[src/rtl/rom_access_arbiter.sv]
// -----------------------------------------------------------------------------
// rom_access_arbiter
//
// Purpose:
//   Shares the single combinational instruction ROM between two requesters:
//   instruction fetch (IF, port 0) and data-side constant/literal reads
//   (DM, port 1). One access is serviced at a time through a fixed
//   IDLE -> ACCESS -> RESP cadence (at most one access every three cycles).
//   The byte address is range-checked against the text segment before it is
//   driven to the ROM, and the returned word is registered.
//
// Configuration:
//   ROM_ARB_FIXED_PRIO_EN  - when defined, IF always wins a tie (no
//                            last-owner state). When undefined (default),
//                            ties are resolved round-robin.
//
// Ports:
//   clk          in   1    system clock, rising edge
//   reset        in   1    asynchronous, active-low reset
//   if_req_i     in   1    IF request, held with if_addr_i until if_rvalid_o
//   if_addr_i    in   DW   IF byte address
//   dm_req_i     in   1    DM request, same protocol as IF
//   dm_addr_i    in   DW   DM byte address
//   if_gnt_o     out  1    one-cycle pulse: IF request accepted
//   dm_gnt_o     out  1    one-cycle pulse: DM request accepted
//   if_rvalid_o  out  1    one-cycle pulse: rdata_o/err_o belong to IF
//   dm_rvalid_o  out  1    one-cycle pulse: rdata_o/err_o belong to DM
//   rdata_o      out  DW   registered read word (0 on error)
//   err_o        out  1    access was out of range or misaligned
//   busy_o       out  1    high in ACCESS and RESP
//   rom_addr_o   out  DW   byte address to the ROM
//   rom_data_i   in   DW   combinational ROM read data
// -----------------------------------------------------------------------------
module rom_access_arbiter #(
    parameter int unsigned                DATA_WIDTH   = 32,
    parameter int unsigned                MEMORY_DEPTH = 64,
    parameter logic [DATA_WIDTH-1:0]      BASE_ADDR    = 32'h0040_0000
) (
    input  logic                  clk,
    input  logic                  reset,
    input  logic                  if_req_i,
    input  logic [DATA_WIDTH-1:0] if_addr_i,
    input  logic                  dm_req_i,
    input  logic [DATA_WIDTH-1:0] dm_addr_i,
    output logic                  if_gnt_o,
    output logic                  dm_gnt_o,
    output logic                  if_rvalid_o,
    output logic                  dm_rvalid_o,
    output logic [DATA_WIDTH-1:0] rdata_o,
    output logic                  err_o,
    output logic                  busy_o,
    output logic [DATA_WIDTH-1:0] rom_addr_o,
    input  logic [DATA_WIDTH-1:0] rom_data_i
);

    localparam logic [1:0] IDLE   = 2'd0;
    localparam logic [1:0] ACCESS = 2'd1;
    localparam logic [1:0] RESP   = 2'd2;

    localparam logic OWNER_IF = 1'b0;
    localparam logic OWNER_DM = 1'b1;

    localparam logic [DATA_WIDTH-1:0] DEPTH_W = DATA_WIDTH'(MEMORY_DEPTH);

    logic [1:0]            r_state;
    logic                  r_owner;
    logic                  r_addr_ok;
    logic [DATA_WIDTH-1:0] r_rom_addr;
    logic [DATA_WIDTH-1:0] r_rdata;
    logic                  r_err;

    logic                  w_any_req;
    logic                  w_pick_dm;
    logic [DATA_WIDTH-1:0] w_sel_addr;
    logic [DATA_WIDTH-1:0] w_offset;
    logic                  w_aligned;
    logic                  w_above_base;
    logic                  w_in_depth;
    logic                  w_addr_ok;

    // ------------------------------------------------------------------
    // Winner selection
    // ------------------------------------------------------------------
    assign w_any_req = if_req_i | dm_req_i;

`ifdef ROM_ARB_FIXED_PRIO_EN
    // IF always wins a tie; DM is only picked when IF is idle.
    assign w_pick_dm = dm_req_i & ~if_req_i;
`else
    logic r_last_owner;

    // On a tie the port that did not win last time is picked.
    assign w_pick_dm = dm_req_i & (~if_req_i | (r_last_owner == OWNER_IF));

    // Reset value DM makes the first tie after reset go to IF.
    always_ff @(posedge clk or negedge reset) begin
        if (!reset) begin
            r_last_owner <= OWNER_DM;
        end else if ((r_state == IDLE) && w_any_req) begin
            r_last_owner <= w_pick_dm;
        end
    end
`endif

    assign w_sel_addr = w_pick_dm ? dm_addr_i : if_addr_i;

    // ------------------------------------------------------------------
    // Range check. The base comparison gates the subtraction result, so a
    // wrapped offset for addresses below the base can never validate.
    // ------------------------------------------------------------------
    assign w_aligned    = (w_sel_addr[1:0] == 2'b00);
    assign w_above_base = (w_sel_addr >= BASE_ADDR);
    assign w_offset     = w_sel_addr - BASE_ADDR;
    assign w_in_depth   = ((w_offset >> 2) < DEPTH_W);
    assign w_addr_ok    = w_aligned & w_above_base & w_in_depth;

    // ------------------------------------------------------------------
    // Access sequencer
    // ------------------------------------------------------------------
    // The ROM address register is loaded in IDLE so that it is already
    // presented during ACCESS; invalid requests park it at the base so the
    // ROM never sees an out-of-range index. It holds in IDLE and RESP.
    always_ff @(posedge clk or negedge reset) begin
        if (!reset) begin
            r_state    <= IDLE;
            r_owner    <= OWNER_IF;
            r_addr_ok  <= 1'b0;
            r_rom_addr <= BASE_ADDR;
            r_rdata    <= '0;
            r_err      <= 1'b0;
        end else begin
            case (r_state)
                IDLE: begin
                    if (w_any_req) begin
                        r_state    <= ACCESS;
                        r_owner    <= w_pick_dm;
                        r_addr_ok  <= w_addr_ok;
                        r_rom_addr <= w_addr_ok ? w_sel_addr : BASE_ADDR;
                    end
                end
                ACCESS: begin
                    r_state <= RESP;
                    r_rdata <= r_addr_ok ? rom_data_i : '0;
                    r_err   <= ~r_addr_ok;
                end
                RESP: begin
                    r_state <= IDLE;
                end
                default: begin
                    r_state <= IDLE;
                end
            endcase
        end
    end

    // ------------------------------------------------------------------
    // Outputs
    // ------------------------------------------------------------------
    assign if_gnt_o    = (r_state == ACCESS) & (r_owner == OWNER_IF);
    assign dm_gnt_o    = (r_state == ACCESS) & (r_owner == OWNER_DM);
    assign if_rvalid_o = (r_state == RESP)   & (r_owner == OWNER_IF);
    assign dm_rvalid_o = (r_state == RESP)   & (r_owner == OWNER_DM);
    assign busy_o      = (r_state != IDLE);
    assign rdata_o     = r_rdata;
    assign err_o       = r_err;
    assign rom_addr_o  = r_rom_addr;

endmodule

[config.mk]
export PLATFORM = sky130hd
export DESIGN_NAME = rom_access_arbiter
export DESIGN_NICKNAME = d
export VERILOG_FILES = /design/src/rtl/rom_access_arbiter.sv
export SDC_FILE = /design/constraint.sdc
export NUM_CORES = 1
export LEC_CHECK = 0
export CORE_MARGIN = 2
export CORE_UTILIZATION = 37
export CTS_BUF_LIST = sky130_fd_sc_hd__clkbuf_4 sky130_fd_sc_hd__clkbuf_8 sky130_fd_sc_hd__clkbuf_16
export DETAILED_ROUTE_END_ITERATION = 12
export PLACE_DENSITY = 0.8
export SETUP_SLACK_MARGIN = 0.2
export SYNTH_ARGS = -nofsm -noshare
export SYNTH_HDL_FRONTEND = slang
export SYNTH_SLANG_ARGS = --single-unit
export TNS_END_PERCENT = 1
[constraint.sdc]
create_clock -name clk -period 2 [get_ports clk]
set_input_delay 0.2 -clock clk [delete_from_list [all_inputs] [get_ports clk]]
set_output_delay 0.2 -clock clk [all_outputs]
set_load 0.03 [all_outputs]
* Word-level counts from Yosys, hierarchy flattened
Cells that the tools add are included.
** Cells by class
- Reduce and logical (&&, ||, !) cells :: 5
- Magnitude comparators :: 2
- Add/subtract/negate cells :: 1
- Bitwise gates (word level) :: 13
- Equality and inequality tests :: 3
- Multiplexer cells :: 5
** Operators by type and width (count)
- $mux 32 :: 3
- $ge 32x23->1 const B :: 1
- $sub 32x23->32 const B :: 1
- $lt 30x7->1 const B :: 1
- $and 1x1->1 :: 7
- $logic_not 2->1 :: 2
- $not 1->1 :: 4
- $pmux 2 s2 :: 1
- $eq 2x1->1 const B :: 1
- $eq 2x2->1 const B :: 1
- $mux 2 :: 1
- $ne 2x2->1 const B :: 1
- $or 1x1->1 :: 2
- $reduce_and 2->1 :: 1
- $reduce_bool 2->1 :: 1
- $logic_and 1x1->1 :: 1
** Word-level totals
- Output and inout port bits :: 70
- Flip-flop bits (word level) :: 70
- Input port bits :: 100
- Logic and storage cells :: 36

* Logic depth before layout (Yosys ltp)
- Word-level depth :: 8
- Mapped depth :: 6
- Gate-level depth less buffers :: 5

* Worst setup path after synthesis
Ideal clock, no wire load.
- Path type :: register -> output
- Start :: register r_state[1]
- End :: output port dm_gnt_o
- Setup slack :: 0.485 ns
- Stages on the path, launching flop included :: 5
- Data arrival time :: 1.315 ns
- Buffers on the path :: 2
- Path through :: dfrtp_1 -> nand2b_1 -> buf_2 -> buf_1 -> nor2_1
** Between the ends
- Cells in the longest elaborated chain, start to end :: 2
** Ends and longest elaborated chain
- start, declared :: line 65 : logic [1:0] r_state;
- start signal, assigned :: line 125 : r_state <= IDLE;
- start signal, assigned :: line 135 : r_state <= ACCESS;
- start signal, assigned :: line 142 : r_state <= RESP;
- $eq 2x1->1 :: line 160 : assign dm_gnt_o = (r_state == ACCESS) & (r_owner == OWNER_DM);
- $and 1x1->1 :: line 160
- end, declared :: line 46 : output logic dm_gnt_o,
No other way between the ends.

* Worst setup path after layout
- Start :: register r_state[1]
- End :: output port busy_o
** Between the ends
- Cells in the longest elaborated chain, start to end :: 1
** Ends and longest elaborated chain
- $reduce_bool 2->1 :: line 163 : assign busy_o = (r_state != IDLE);
- end, declared :: line 51 : output logic busy_o,
No other way between the ends.

==> metrics.md <==
| Metric | Value |
|---|---|
| Pins Over Slew Limit | 0 |
| Share of cells above drive strength 1 | 6.64% |
| Final net count | 548 |
| Power Density | 723 mW/mm^2 |
| Num CTS Buffers | 9 |
| CP Launch Type | register |
| Initial Utilization | 38.5% |
| Leak | 2.20 nW |
| Fin util | between 60% and 70% |
| CTS tree | yes |
| Placer Congestion | roughly 0.77 |
| Total of max-cap violations | 0 |
| GRT Overall Usage | around a fifth |
| Global-route wire length before repair | 13.1 mm |
| Commonest non-fill, non-tap cell in the layout | clkdlybuf4s50_1 |
| Sequential area share after synthesis | 62.1% |
| Worst min-delay path category | input port to async pin |
| Most frequent cells in the layout | 164 x clkdlybuf4s50_1, 77 x nand2_1, 68 x dfrtp_1 |
| DIE HEIGHT | 91.4 um |
| Vias/cell | 4.61 |
| Max-slew headroom | between 40% and 50% |
| Setup ws final | about 0.22 ns |
| Unique masters post-synth | 34 |
| Failing checks | negative hold slack |
| Vias in the first global route | 2688 |
| Critical path type | register to output port |
| Final non-filler cell total | about 550 |
| Drt drc | 0 |
| FP Rows | 31 |
| Placed cell count | roughly 540 |
| Setup_tns | 0 ns |
| Critical path required time | 1.80 ns |
| Core Region | 0.00733 mm^2 |
| Place WS | just over 0.09 ns |
| Critical Path Max Stage Delay | 0.59 ns |
| Syn nets | 379 |
| Hold Violations, Final | 27 |
| Worst path slowest cell | clkdlybuf4s50_1 |
| Worst-Margin Slew | 0.856 ns |
| Data arrival, critical path | 1.58 ns |
| Diodes inserted | 0 |
| Clk buf depth | 2 |
| Syn Area/Cell | 10.1 um^2 |
| Clock skew | 0.0119 ns |
| Port bufs | 169 |
| Routed WL | 7.78 mm |
| Post-detailed-route count of antenna-violating nets | 0 |
| Worst Path Max Fanout | 5 |
| Fin crit period | 1.78 ns |
| Tcrit/Tclk final | 88.8% |
| WL/cell | 14.1 um |
| Peak Freq | about 0.56 GHz |
| FF+latch count, synth | 70 |
| Drt pass-1 iters | 4 |
| Final HPWL DP | 5.88 mm |
| Clock insertion delay at the later pin of the skew report | 0.33 ns |
| Clock-pin slew on the worst setup and hold paths | 0.07 ns |
| R2R cell count | 5 |
| Yosys warnings | 0 |
| First-iteration detailed-routing DRC count | 63 |
| Vias after detailed routing | 2542 |
| CTS root buf | clkbuf_8 |
| CTS H-tree lvls | 3 |
| Post-Syn Area | 0.00283 mm^2 |
| Area Overhead vs Synth | 69.0% |
| Num Clock Sinks | 70 |
| Final setup viols | 0 |
| Critical Path Sink Type | output port |
| Critical-path cell list | nor2_4, inv_1, clkdlybuf4s50_1 |
| Syn Inst Count | approximately 280 |
| Total grt overflow | 0 |
| Worst hold margin | -0.0214 ns |
| Die width | between 90 and 100 um |
| Setup bufs post-CTS | 0 |
| Maximum vdd drop | 453 uV |
| Reg2Reg Setup Slack | 0.39 ns |
| IO Pins | 170 |
| RR Startpoint | r_last_owner |
| Outcome | finished with violations |
| RSZ-0062 raised after global routing | yes |
| Pin count of the biggest net entering global routing | 71 |
| Die area | 0.00835 mm^2 |
| Worst R2R End | rom_addr_o[3] |
| Antenna violations before repair | 0 |
==> area by class of cell <==
type | instances | area [um^2]
clock buffer | 10 | 138
clock inverter | 5 | 36.3
fill | 597 | 2560
inverter | 5 | 18.8
multi-input combinational | 189 | 987
sequential | 70 | 1750
tap | 99 | 124
timing repair buffer | 173 | 1720
==> registers in the layout (all words and copies together), names as in the netlist <==
signal,cells
r_state,2
r_last_owner,1
err_o,1
rdata_o,32
r_owner,1
r_addr_ok,1
rom_addr_o,32
==> report_power, final <==
group	total (W)	internal [W]	switching, W	leakage (nW)
clock network	0.000974	0.000476	0.000498	0.0804
logic	0.000954	0.000354	0.000600	1.15
registers	0.00152	0.00147	0.0000492	0.965
total	0.00345	0.00230	0.00115	2.20
==> cells by family (layout without fill, tap and decap cells) <==
logic type	Yosys count	count (layout)	share of synthesized area (%)
muxes	6	6	2.13
DFF	70	70	62.1
buffers and inverters	20	193	2.97
AOI/OAI and AO/OA	18	18	4.16
and+or+nand+nor	165	165	28.7
==> cells in the mapped netlist <==
library cell | count | share of area [%]
a31oi_1 | 1 | 0.22
nand4_1 | 1 | 0.22
dfstp_2 | 2 | 1.9
nand3_1 | 33 | 5.8
o21ai_0 | 4 | 0.71
buf_1 | 1 | 0.13
inv_1 | 4 | 0.53
o211ai_1 | 1 | 0.27
or3_1 | 1 | 0.22
dfrtp_1 | 68 | 60
and3b_1 | 1 | 0.31
nand2_1 | 77 | 10
nor2_4 | 1 | 0.40
nor3b_1 | 4 | 1.1
and2_1 | 25 | 5.5
nor4_2 | 1 | 0.44
a21boi_2 | 1 | 0.40
o2111ai_2 | 1 | 0.53
nand2b_1 | 2 | 0.44
clkbuf_1 | 12 | 1.6
or3b_1 | 1 | 0.31
mux2i_1 | 6 | 2.1
inv_2 | 1 | 0.13
o21ai_2 | 1 | 0.31
a21oi_1 | 2 | 0.35
nor3_1 | 5 | 0.89
nor2_1 | 4 | 0.53
nor4_1 | 6 | 1.3
buf_2 | 1 | 0.18
o21ai_1 | 6 | 1.1
nor4b_1 | 2 | 0.62
nand3b_1 | 1 | 0.27
o311ai_1 | 1 | 0.31
buf_6 | 1 | 0.40
==> critical path: cells and delay by family, from the launching register on <==
| family | cells | cell delay, ns |
|---|---|---|
| buffers and inverters | 2 | 0.66 |
| DFF | 1 | 0.42 |
| and+or+nand+nor | 1 | 0.18 |
==> worst max-delay path by stage <==
stage               startpoint       endpoint  slack [ns]  cells after the start
finish              r_state[1]         busy_o        0.22                      3
global placement      dm_req_i  rom_addr_o[5]        0.18                      6
floorplan           r_state[1]       dm_gnt_o        0.48                      4
detailed placement    dm_req_i  rom_addr_o[3]        0.09                      7
CTS                 r_state[0]    if_rvalid_o        0.08                      2
global route        r_state[1]         busy_o        0.16                      3
==> per-stage QoR <==
| stage | total power (W) | area (um^2) |
|---|---|---|
| global route | 0.00366 | 4770 |
| global placement | 0.00250 | 4600 |
| finish | 0.00345 | 4770 |
| floorplan | 0.00206 | 2830 |
| CTS | 0.00350 | 4770 |
| detailed placement | 0.00252 | 4600 |
==> layer usage <==
layer  share of wire, %  vias to the layer above  GRT usage (%)
met5                  0                        -              0
met4               0.57                        0           4.55
met3                7.5                        5           7.05
met2                 49                       82           31.6
met1                 42                     1200           24.9
li1                   -                     1255              -
==> timing repair <==
action	4_1_cts	5_1_grt
gates resized for setup	1	1
endpoints found under the setup margin	3	2
hold buffers	0	0
cloned	0	0
Note: power is estimated with default switching activity, not from simulation.
==> RTL edit 1: new RTL, same settings <==
The option `ROM_ARB_FIXED_PRIO_EN` is turned on by a define.
--- a/src/rtl/rom_access_arbiter.sv
+++ b/src/rtl/rom_access_arbiter.sv
@@ -31,6 +31,8 @@
 //   rom_addr_o   out  DW   byte address to the ROM
 //   rom_data_i   in   DW   combinational ROM read data
 // -----------------------------------------------------------------------------
+`define ROM_ARB_FIXED_PRIO_EN
+
 module rom_access_arbiter #(
     parameter int unsigned                DATA_WIDTH   = 32,
     parameter int unsigned                MEMORY_DEPTH = 64,
Behaviour: not the same (a bounded check fails within 10 cycles, from zero or initial values and one cycle with reset low).
==> RTL edit 1 against the original RTL <==
  * Cell area decreased by 0.79%
  * Clock power is 15% higher
  * Combinational power shrank 3.1%
  * Wire length shrank 0.35%
  * Setup slack worse by 0.018 ns
  * Core utilization increased by 0.53 points
  * Die area shrank 2.7%
  * Power is 2.3% higher
  * Critical path depth stayed put
  * Synthesized area is 2.8% lower
  * Sequential cell count down 1
  * Worst hold slack improved by 0.43 ns
  * Via count down 1.5%
  * Non-clock buffer count increased by 1
==> RTL edit 1: results (changes against the original RTL) <==
Synth cell types: 28 (-18%)
Syn nets: 359 (-5.3%)
Total Routing Usage GR: 0.194 (-0.000242)
Ratio of cells with drive above 1 in the final layout: 0.0782 (+0.0118)
Status: completed
Vias in the first global route: 2,645 (-1.6%)
Drt initial violations: 61 (-3.2%)
First-pass detailed-route iteration total: 4 (unchanged)
Via count: 2,505 (-1.5%)
Crit-path max FO: 6 (+1)
Synth top area cells: dfrtp_1, nand2_1, nor2b_1
Cell leakage power: 2.19 nW (-0.41%)
Largest net degree at the start of global routing: 70 (-1.4%)
# nets final: 530 (-3.3%)
Crit path DAT: 1.59 ns
Placed wire-length estimate: 5.89 mm (about the same)
Initial antenna violation count: 0 (unchanged)
First-pass GRT wire length: 12.7 mm (-3.3%)
Clk slew on worst S/H paths: 0.08 ns
CTS Buf Count: 9 (unchanged)
Most frequent cells after synthesis: dfrtp_1, nand2_1, nand3_1
Root Driver: clkbuf_8
Post-synthesis sequential area ratio: 0.629 (+0.00825)
Worst rel slew slack: 0.428 (-0.00148)
Area post-placement: 4530 sq um (-1.6%)
Post-CTS setup repair buffer count: 0 (unchanged)
Pre-CTS WS: 0.0543 ns (-0.0388 ns)
Hold Crit Class: in -> reg
Ys Warns: 0 (unchanged)
Post-synthesis async set-or-reset flop share: 1.00 (unchanged)
GPL Wtd Cong: 0.764 (-0.21%)
Routed WL: 7.75 mm (-0.35%)
VDD IR max: 0.000434 V (-4.2%)
Worst Skew: 0.00593 ns (-0.00595 ns)
Max clock buf depth: 2 (unchanged)
-- RTL edit 1: cell types whose count changed after synthesis, moves of 3 or more --
cell      change
a221o_1       +6
and2_1       -25
buf_2         +3
clkbuf_1      -4
mux2i_1       -6
nand2_1      -10
nor2b_1      +31
nor3_1        -4
o21ai_1       -6
-- RTL edit 1: routing by layer --
layer  vias to the layer above  routed length, um  global-route usage
met5                         -                  0                   0
met2                        99               3930               0.326
met4                         0                170              0.0692
met3                        19                537              0.0637
li1                       1209                  -                   -
met1                      1178               3110               0.235
-- RTL edit 1: worst max-delay path, stage by stage, from the launching register on --
cell and delay [ns]:
dfrtp_1 0.42, nor2_4 0.19, inv_1 0.06, clkdlybuf4s50_1 0.59
-- RTL edit 1: final timing paths --
| kind | from | end | slack [ns] | cells past startpoint |
|---|---|---|---|---|
| setup / recovery | r_state[1]$_DFFE_PN0P_ | busy_o | 0.21 | 3 |
| hold / removal | rom_data_i[21] | rdata_o[21]$_DFFE_PN0N_ | 0.41 | 3 |
| setup reg to reg | r_state[1]$_DFFE_PN0P_ | rom_addr_o[3]$_DFFE_PN0P_ | 0.47 | 4 |
| hold reg to reg | rdata_o[27]$_DFFE_PN0N_ | rdata_o[27]$_DFFE_PN0N_ | 0.46 | 2 |
| max in group asynchronous | reset | rdata_o[29]$_DFFE_PN0N_ | 0.93 | 2 |
| min in group asynchronous | reset | rom_addr_o[2]$_DFFE_PN0P_ | 0.51 | 2 |
-- RTL edit 1: logic make-up after synthesis --
group,count (synthesis),synth area share
AO/OA/AOI/OAI,15,0.0428
AND/OR/NAND/NOR,157,0.302
buffers and inverters,18,0.0264
flip-flops,69,0.629
-- RTL edit 1: cell type report --
class	count	area [sq um]
Sequential cell	69	1730
Clock inverter	7	73.8
Fill cell	626	2480
Timing Repair Buffer	174	1730
Tap cell	99	124
Clock buffer	9	124
Multi-Input combinational cell	172	946
Inverter	4	15.0
-- RTL edit 1: what timing repair did --
item                                   CTS  global route
resized for setup                        1             1
setup endpoints to repair                3             4
endpoints found under the hold margin    9             0
cloned                                   0             0
hold buffers                             1             0
-- RTL edit 1: power by group --
part / total [W] / internal (W) / switching (W)
sequential: 0.00148 / 0.00144 / 0.0000459
clock: 0.00112 / 0.000582 / 0.000542
combinational: 0.000924 / 0.000343 / 0.000582
total: 0.00353 / 0.00236 / 0.00117
-- RTL edit 1: per-stage QoR --
| step | hold WS (ns) | instances |
|---|---|---|
| floorplan | -0.0956 | 259 |
| global placement | 0.355 | 517 |
| detailed placement | 0.368 | 517 |
| CTS | 0.389 | 534 |
| global route | 0.398 | 534 |
| finish | 0.406 | 534 |
==> RTL edit 2: new RTL, config.mk and constraints unchanged <==
Made on the original files. Put one more register stage on the output `err_o`. The value now appears one clock later. The other outputs are not delayed to match. Comments in the files are not updated.
--- a/src/rtl/rom_access_arbiter.sv
+++ b/src/rtl/rom_access_arbiter.sv
@@ -162,7 +162,9 @@
     assign dm_rvalid_o = (r_state == RESP)   & (r_owner == OWNER_DM);
     assign busy_o      = (r_state != IDLE);
     assign rdata_o     = r_rdata;
-    assign err_o       = r_err;
+    always_ff @(posedge clk) begin
+        err_o <= r_err;
+    end
     assign rom_addr_o  = r_rom_addr;
 
 endmodule
Behaviour: not the same (Yosys sat finds a counterexample within 4 cycles, from zero or initial values and one cycle with reset low).
==> RTL edit 2 against the original RTL <==
  * Synthesized cell count increased by 0.36%
  * Synthesized area increased by 0.71%
  * Setup slack improved by 0.0016 ns
  * Cell area increased by 2.2%
  * Sequential cell count increased by 1
  * Non-clock buffer count increased by 2
  * Power increased by 9.5%
  * Wire length increased by 2.1%
  * Critical path type unchanged
==> RTL edit 2: results (changes against the original RTL) <==
Placed wire-length estimate: 5.99 mm (+1.8%)
FF+latch count, synth: 71 (+1.4%)
Fillers: 580 (-2.8%)
GPL Wtd Cong: 0.838 (+9.4%)
Hold-fix buffers at CTS: 1 (+1)
Clock buf/inv share: 0.0474 (+0.0110)
Non-clk buf share: 0.357 (-0.00210)
Total Routing Usage GR: 0.198 (+0.00336)
Routed wl met3: 572 um (-2.2%)
Seq area share: 0.364 (-0.00381)
Post-synthesis sequential area ratio: 0.624 (+0.00267)
Drt initial violations: 152 (+140%)
Status: completed
Area post-placement: 4640 sq um (+0.82%)
Syn nets: 380 (+0.26%)
Compound-Gate Fraction of Synth Area: 0.0413 (-0.000293)
Synth top area cells: dfrtp_1, nand2_1, nand3_1
Worst rel slew slack: 0.620 (+0.191)
Clock Power Share: 0.338 (+0.056)
Post-synthesis async set-or-reset flop share: 0.986 (-0.0141)
Hold Crit Class: reg -> reg
# nets final: 551 (+0.55%)
First-pass GRT wire length: 13.4 mm (+2.1%)
Via count: 2,602 (+2.4%)
Reg power frac: 0.411 (-0.030)
Internal Power: 0.00263 W (+14%)
Clock buffer count: 11 (+1)
Mux contribution to synthesized area: 0.0211 (-0.000150)
Multi-input combinational area share: 0.202 (-0.00446)
Synth cell types: 35 (+2.9%)
Vias in the first global route: 2,757 (+2.6%)
GR Util met1: 0.241 (-0.00810)
Design Area, Final: 4880 sq um (+2.2%)
Met2 GRT Util: 0.334 (+0.0184)
Routed WL: 7.94 mm (+2.1%)
Ratio of cells with drive above 1 in the final layout: 0.0702 (+0.00380)
==> RTL edit 2: cell types whose count changed in the layout (fill, tap and decap cells not counted) <==
cell | unedited run | this run
clkbuf_8 | 10 | 11
buf_2 | 0 | 1
buf_12 | 0 | 1
clkinvlp_4 | 3 | 2
clkinv_4 | 1 | 0
dlygate4sd3_1 | 0 | 1
buf_4 | 7 | 6
bufinv_16 | 0 | 2
dfxtp_1 | 0 | 1
==> RTL edit 2: through the flow <==
| stage | setup WS, ns | total power (W) | utilization | hold slack (ns) | cells |
|---|---|---|---|---|---|
| floorplan | 0.485 | 0.00210 | - | -0.0956 | 280 |
| global placement | 0.119 | 0.00252 | 0.632 | 0.251 | 538 |
| detailed placement | 0.00677 | 0.00254 | 0.632 | 0.254 | 538 |
| CTS | 0.0873 | 0.00383 | 0.665 | 0.366 | 555 |
| global route | 0.138 | 0.00397 | 0.665 | 0.378 | 555 |
| finish | 0.226 | 0.00378 | 0.665 | 0.366 | 555 |
